===== config.mk =====
export PLATFORM = sky130hd
export DESIGN_NAME = multi_phase_signal_ctrl
export DESIGN_NICKNAME = d
export VERILOG_FILES = /design/src/rtl/multi_phase_signal_ctrl.sv
export SDC_FILE = /design/constraint.sdc
export NUM_CORES = 1
export LEC_CHECK = 0
export CORE_AREA = 2 2 81 83
export DETAILED_ROUTE_END_ITERATION = 10
export DIE_AREA = 0 0 83 85
export GPL_TIMING_DRIVEN = 0
export PLACE_DENSITY_LB_ADDON = 0.05
export SLEW_MARGIN = 20
export SYNTH_ARGS = -nofsm -noshare
export SYNTH_HDL_FRONTEND = slang
export SYNTH_SLANG_ARGS = --single-unit

===== constraint.sdc =====
create_clock -name clk -period 2.6 [get_ports clk]
set_input_delay 0.52 -clock clk [delete_from_list [all_inputs] [get_ports clk]]
set_output_delay 0.52 -clock clk [all_outputs]
set_load 0.1 [all_outputs]

===== src/rtl/multi_phase_signal_ctrl.sv =====
`default_nettype none
// ============================================================================
// multi_phase_signal_ctrl : N-phase green/extension/yellow/walk signal sequencer
// Rev 1.0 : initial release
// ============================================================================
module multi_phase_signal_ctrl #(
   parameter int NUM_PHASES = 2,
   parameter int TW         = 4,
   parameter int TICK_DIV   = 50000000,
   localparam int PW        = ($clog2(NUM_PHASES) > 1) ? $clog2(NUM_PHASES) : 1
) (
   input  logic                  clk,
   input  logic                  g_reset,
   input  logic [NUM_PHASES-1:0] sensor,
   input  logic [NUM_PHASES-1:0] walk_req,
   input  logic                  prog_en,
   input  logic [1:0]            prog_sel,
   input  logic [TW-1:0]         prog_val,
   output logic [NUM_PHASES-1:0] green,
   output logic [NUM_PHASES-1:0] yellow,
   output logic [NUM_PHASES-1:0] walk,
   output logic [PW-1:0]         phase
);

   localparam int CW = ($clog2(TICK_DIV) > 1) ? $clog2(TICK_DIV) : 1;
   localparam logic [CW-1:0] c_PRE_MAX    = CW'(TICK_DIV - 1);
   localparam logic [PW-1:0] c_LAST_PHASE = PW'(NUM_PHASES - 1);

   localparam logic [1:0] c_GREEN     = 2'd0;
   localparam logic [1:0] c_GREEN_EXT = 2'd1;
   localparam logic [1:0] c_YELLOW    = 2'd2;
   localparam logic [1:0] c_WALK      = 2'd3;

   localparam logic [TW-1:0] c_DEF_BASE = TW'(6);
   localparam logic [TW-1:0] c_DEF_EXT  = TW'(3);
   localparam logic [TW-1:0] c_DEF_YEL  = TW'(2);
   localparam logic [TW-1:0] c_DEF_WALK = TW'(3);

   logic [1:0]            r_state;
   logic [PW-1:0]         r_phase;
   logic [CW-1:0]         r_pre;
   logic [TW-1:0]         r_timer;
   logic [TW-1:0]         r_base, r_ext, r_yel, r_walk_t;
   logic [NUM_PHASES-1:0] r_walk_lat;
   logic [NUM_PHASES-1:0] r_green, r_yellow, r_walk;

   logic                  w_tick, w_term;
   logic [PW-1:0]         w_phase_inc;
   logic [1:0]            w_state_nxt;
   logic [PW-1:0]         w_phase_nxt;
   logic                  w_load;
   logic [TW-1:0]         w_load_val;
   logic [TW-1:0]         w_prog_eff;
   logic [NUM_PHASES-1:0] w_onehot_cur, w_onehot_nxt, w_walk_clr;

   assign w_tick       = (r_pre == c_PRE_MAX);
   assign w_term       = w_tick && (r_timer == TW'(1));
   assign w_phase_inc  = (r_phase == c_LAST_PHASE) ? '0 : r_phase + PW'(1);
   assign w_onehot_cur = NUM_PHASES'(1) << r_phase;
   assign w_onehot_nxt = NUM_PHASES'(1) << w_phase_nxt;

   // A zero write restores the default, except extension where zero disables it
   always_comb begin
      w_prog_eff = prog_val;
      if (prog_val == '0) begin
         case (prog_sel)
            2'd0:    w_prog_eff = c_DEF_BASE;
            2'd2:    w_prog_eff = c_DEF_YEL;
            2'd3:    w_prog_eff = c_DEF_WALK;
            default: w_prog_eff = '0;
         endcase
      end
   end

   always_comb begin
      w_state_nxt = r_state;
      w_phase_nxt = r_phase;
      w_load      = 1'b0;
      w_load_val  = r_base;
      if (prog_en) begin
         w_state_nxt = c_GREEN;
         w_phase_nxt = '0;
         w_load      = 1'b1;
         w_load_val  = (prog_sel == 2'd0) ? w_prog_eff : r_base;
      end else if (w_term) begin
         w_load = 1'b1;
         case (r_state)
            c_GREEN: begin
               if (sensor[r_phase] && (r_ext != '0)) begin
                  w_state_nxt = c_GREEN_EXT;
                  w_load_val  = r_ext;
               end else begin
                  w_state_nxt = c_YELLOW;
                  w_load_val  = r_yel;
               end
            end
            c_GREEN_EXT: begin
               w_state_nxt = c_YELLOW;
               w_load_val  = r_yel;
            end
            c_YELLOW: begin
               if (r_walk_lat[r_phase] || walk_req[r_phase]) begin
                  w_state_nxt = c_WALK;
                  w_load_val  = r_walk_t;
               end else begin
                  w_state_nxt = c_GREEN;
                  w_phase_nxt = w_phase_inc;
                  w_load_val  = r_base;
               end
            end
            default: begin
               w_state_nxt = c_GREEN;
               w_phase_nxt = w_phase_inc;
               w_load_val  = r_base;
            end
         endcase
      end
   end

   assign w_walk_clr = (!prog_en && (w_state_nxt == c_WALK) && (r_state != c_WALK))
                       ? w_onehot_cur : '0;

   always_ff @(posedge clk or negedge g_reset) begin
      if (!g_reset) begin
         r_state    <= c_GREEN;
         r_phase    <= '0;
         r_pre      <= '0;
         r_timer    <= c_DEF_BASE;
         r_base     <= c_DEF_BASE;
         r_ext      <= c_DEF_EXT;
         r_yel      <= c_DEF_YEL;
         r_walk_t   <= c_DEF_WALK;
         r_walk_lat <= '0;
         r_green    <= NUM_PHASES'(1);
         r_yellow   <= '0;
         r_walk     <= '0;
      end else begin
         r_state <= w_state_nxt;
         r_phase <= w_phase_nxt;

         if (w_load || w_tick) r_pre <= '0;
         else                  r_pre <= r_pre + CW'(1);

         if (w_load)      r_timer <= w_load_val;
         else if (w_tick) r_timer <= r_timer - TW'(1);

         if (prog_en) begin
            case (prog_sel)
               2'd0:    r_base   <= w_prog_eff;
               2'd1:    r_ext    <= w_prog_eff;
               2'd2:    r_yel    <= w_prog_eff;
               default: r_walk_t <= w_prog_eff;
            endcase
         end

         // New requests win over the clear issued when a walk is entered
         if (prog_en) r_walk_lat <= '0;
         else         r_walk_lat <= (r_walk_lat & ~w_walk_clr) | walk_req;

         r_green  <= ((w_state_nxt == c_GREEN) || (w_state_nxt == c_GREEN_EXT))
                     ? w_onehot_nxt : '0;
         r_yellow <= (w_state_nxt == c_YELLOW) ? w_onehot_nxt : '0;
         r_walk   <= (w_state_nxt == c_WALK)   ? w_onehot_nxt : '0;
      end
   end

   assign green  = r_green;
   assign yellow = r_yellow;
   assign walk   = r_walk;
   assign phase  = r_phase;

endmodule
`default_nettype wire

==> metrics.md <==
| Metric | Value |
|---|---|
| Antenna violations before repair | 0 |
| Wire length per cell | 16.0 um |
| Final Max Slew Viols | 0 |
| Area growth syn-to-layout | 18.7% |
| Synth top area cells | dfrtp_1, dfstp_2, nor2_1 |
| Clk pwr share | 36.6% |
| Met2 Use GR | 31.9% |
| Placement Setup Slack | -0.197 ns |
| CORE AREA | 0.00620 mm2 |
| GR Util met3 | 4.57% |
| Vias after detailed routing | 2504 |
| # hold bufs at CTS | 0 |
| Routed Antenna Nets | 0 |
| Internal power | 1.48 mW |
| Top-area cell type share of the netlist area | 38.7% |
| Nets@finish | 362 |
| Unrepaired setup endpoints after global routing | true |
| Final worst slack | 0.0775 ns |
| Worst vdd ir | 0.378 mV |
| Comb power frac | 12.4% |
| Initial Utilization | 49.0% |
| CTS Buf Count | 9 |
| Worst Skew | 0.00567 ns |
| Pwr/cell area | 555 mW/mm2 |
| CTS tree | done |
| Layer with the highest usage | met2 |
| Worst setup EP type | register |
| Critical Path AT | 2.78 ns |
| Drt drc | 0 |
| CP required | 2.86 ns |
| Post-Syn Area | 0.00304 mm2 |
| Grt total ovfl | 0 |
| Clock Pin Slew Worst Setup and Hold Paths | 0.06 ns |
| First-pass GRT wire length | 11.8 mm |
| Vias per std cell | 5.85 |
| Num Clock Sinks | 57 |
| Vias in the first global route | 2427 |
| Htree depth | 3 |
| Synth async-reset ratio | 100% |
| Row cnt | 29 |
| Crit path launch type | register |
| Total power | 2.00 mW |
| Cells on worst reg2reg path | 5 |
| WS Path Type | reg2reg |
| Final min period | 2.52 ns |
| Dpl hpwl | 4.83 mm |
| EDFF count, synth | 0 |
| Final hold violation count | 0 |
| Mapped Cells | 316 |
| Top FF cell, synth | dfrtp_1 |
| Hold WC Path Type | in2async |
| Die area | 0.00706 mm2 |
| Achievable frequency | 0.396 GHz |
| # Max-Cap Violations | 0 |
| Filler instances | 585 |
| Register area share after synthesis | 47.3% |
| Root Driver | clkbuf_8 |
| Area leader, netlist | dfrtp_1 |
| Total wire length | 6.84 mm |
| Relative slew slack | 35.4% |
| Status | finished clean |
| Flop and latch count out of synthesis | 57 |
| GPL Wtd Cong | 0.793 |
| Leakage | 1.44 nW |
| IO buf count | 18 |
| Share of cells above drive strength 1 | 17.7% |
| Crit share post-route | 97.0% |
| Sw Ratio | 26.3% |
| CP Max Fanout | 5 |
| Die Y-Extent | 85 um |
| Antenna cells | 0 |
| Synth warnings | 0 |
| Sequential share of power | 51.0% |
| # IOs | 20 |
| Largest net degree at the start of global routing | 35 |
| Met1 usage | 29.5% |
| Slew @ Worst Pin | 0.966 ns |
| Die Wd | 83 um |
| Clk buf depth | 2 |
| Distinct cells, synth | 51 |
| Setup Viol. Count Final | 0 |
| First-pass detailed-route iteration total | 4 |
| Final core occ | 58.2% |
| Switching power | 0.526 mW |
| Gr usage total | 21.1% |
| Avg Synthesized Cell Area | 9.62 um2 |
| Initial DRC count | 96 |
| Synth Net Count | 332 |
| Clk_lat worst skew | 0.34 ns |
-- final cells by class --
class                           instances  area (um2)  share of cell area (%)
Multi-Input combinational cell        235        1580                    43.9
Sequential cell                        57        1440                    40.0
Timing Repair Buffer                   19         198                    5.48
Clock buffer                           13         159                    4.40
Tap cell                               77        96.3                    2.67
Buffer                                 13        72.6                    2.01
Inverter                               11        41.3                    1.14
Clock inverter                          3        15.0                   0.416
-- synth_stat cells (all sizes together) (2+ instances only) --
| cell | n |
|---|---|
| nand3 | 12 |
| o211ai | 2 |
| nand2 | 22 |
| mux2 | 10 |
| ha | 3 |
| a31oi | 4 |
| dfrtp | 47 |
| o21a | 3 |
| and4 | 5 |
| and3 | 2 |
| mux2i | 2 |
| o31ai | 2 |
| xnor2 | 6 |
| nor4 | 6 |
| nand4 | 12 |
| xor2 | 17 |
| a21oi | 16 |
| o21ai | 14 |
| o31a | 2 |
| nand3b | 2 |
| nor2b | 3 |
| a211oi | 3 |
| nor3 | 8 |
| nand2b | 3 |
| buf | 3 |
| nor4b | 4 |
| a221oi | 3 |
| nor2 | 41 |
| o41ai | 4 |
| or3 | 4 |
| or4b | 2 |
| inv | 11 |
| dfstp | 10 |
| nor3b | 3 |
| clkbuf | 10 |
| or3b | 2 |
| o311a | 3 |
-- worst max-delay path, cell delays in order (launching register included) --
cell and delay (ns):
dfrtp_2 0.44, or4b_4 0.56, or3_4 0.43, or3_4 0.39, or4_1 0.47, a21oi_1 0.16
-- cells by family (layout without fill, tap and decap cells) --
group,count (synthesis),count (layout),synth area share [%]
mux,12,12,4.36
xor+xnor,23,23,6.63
simple gates,133,133,23.0
fa+ha+maj,3,3,1.23
flops,57,57,47.3
buf+inv,24,59,3.09
compound gates,64,64,14.4
-- cell usage in the layout (no fill, tap or decap), drive strengths merged, types with 4 or more instances in the layout --
| cell | count |
|---|---|
| clkdlybuf4s50 | 17 |
| xnor2 | 6 |
| nor3 | 8 |
| nor4 | 6 |
| dfrtp | 47 |
| nand4 | 12 |
| dfstp | 10 |
| nand3 | 12 |
| nand2 | 22 |
| buf | 5 |
| nor2 | 41 |
| a31oi | 4 |
| inv | 11 |
| or3 | 4 |
| clkbuf | 23 |
| a21oi | 16 |
| nor4b | 4 |
| mux2 | 10 |
| xor2 | 17 |
| o21ai | 14 |
| o41ai | 4 |
| and4 | 5 |
-- final timing paths --
path	start	slack, ns	endpoint
min in group clk	r_walk_t[0]	0.48	r_walk_t[0]
hold / removal	g_reset	0.08	r_state[0]
setup / recovery	r_pre[10]	0.08	r_state[0]
max in group asynchronous	g_reset	1.96	r_timer[2]
hold reg to reg	r_walk_t[0]	0.48	r_walk_t[0]
setup reg to reg	r_pre[10]	0.08	r_state[0]
-- per-layer routing --
layer,up-vias,wire [um]
li1,1221,-
met1,1235,3510
met2,40,3000
met3,8,244
met4,0,93
met5,-,0
-- stage by stage --
step	TNS, ns	instances	hold slack, ns	cell area [um2]
after floorplan	0	316	0.224	3040
after global placement	-42.65	411	0.467	3320
after detailed placement	-1.97	412	0.446	3340
after CTS	0	428	0.0840	3550
after global routing	-0.0126	428	0.0964	3610
final	0	428	0.0821	3610
-- power groups by stage --
stage | clock, mW | combinational, mW | sequential [mW]
floorplan | 0 | 0.162 | 1.02
global placement | 0 | 0.235 | 1.03
detailed placement | 0 | 0.242 | 1.03
CTS | 0.756 | 0.245 | 1.02
global route | 0.795 | 0.283 | 1.03
finish | 0.732 | 0.248 | 1.02
-- sequential cells by signal, indices dropped and copies added, names as in the netlist --
| name | count |
|---|---|
| yellow | 2 |
| r_yel | 4 |
| walk | 2 |
| r_walk_lat | 2 |
| r_state | 2 |
| r_timer | 4 |
| r_pre | 26 |
| r_ext | 4 |
| green | 2 |
| phase | 1 |
| r_base | 4 |
| r_walk_t | 4 |
-- repair_timing --
item,CTS,global route
gates resized for setup,9,14
buffers inserted,0,0
setup endpoints to repair,32,27
pin swaps,0,1
Power figures use the tool's default switching activity.
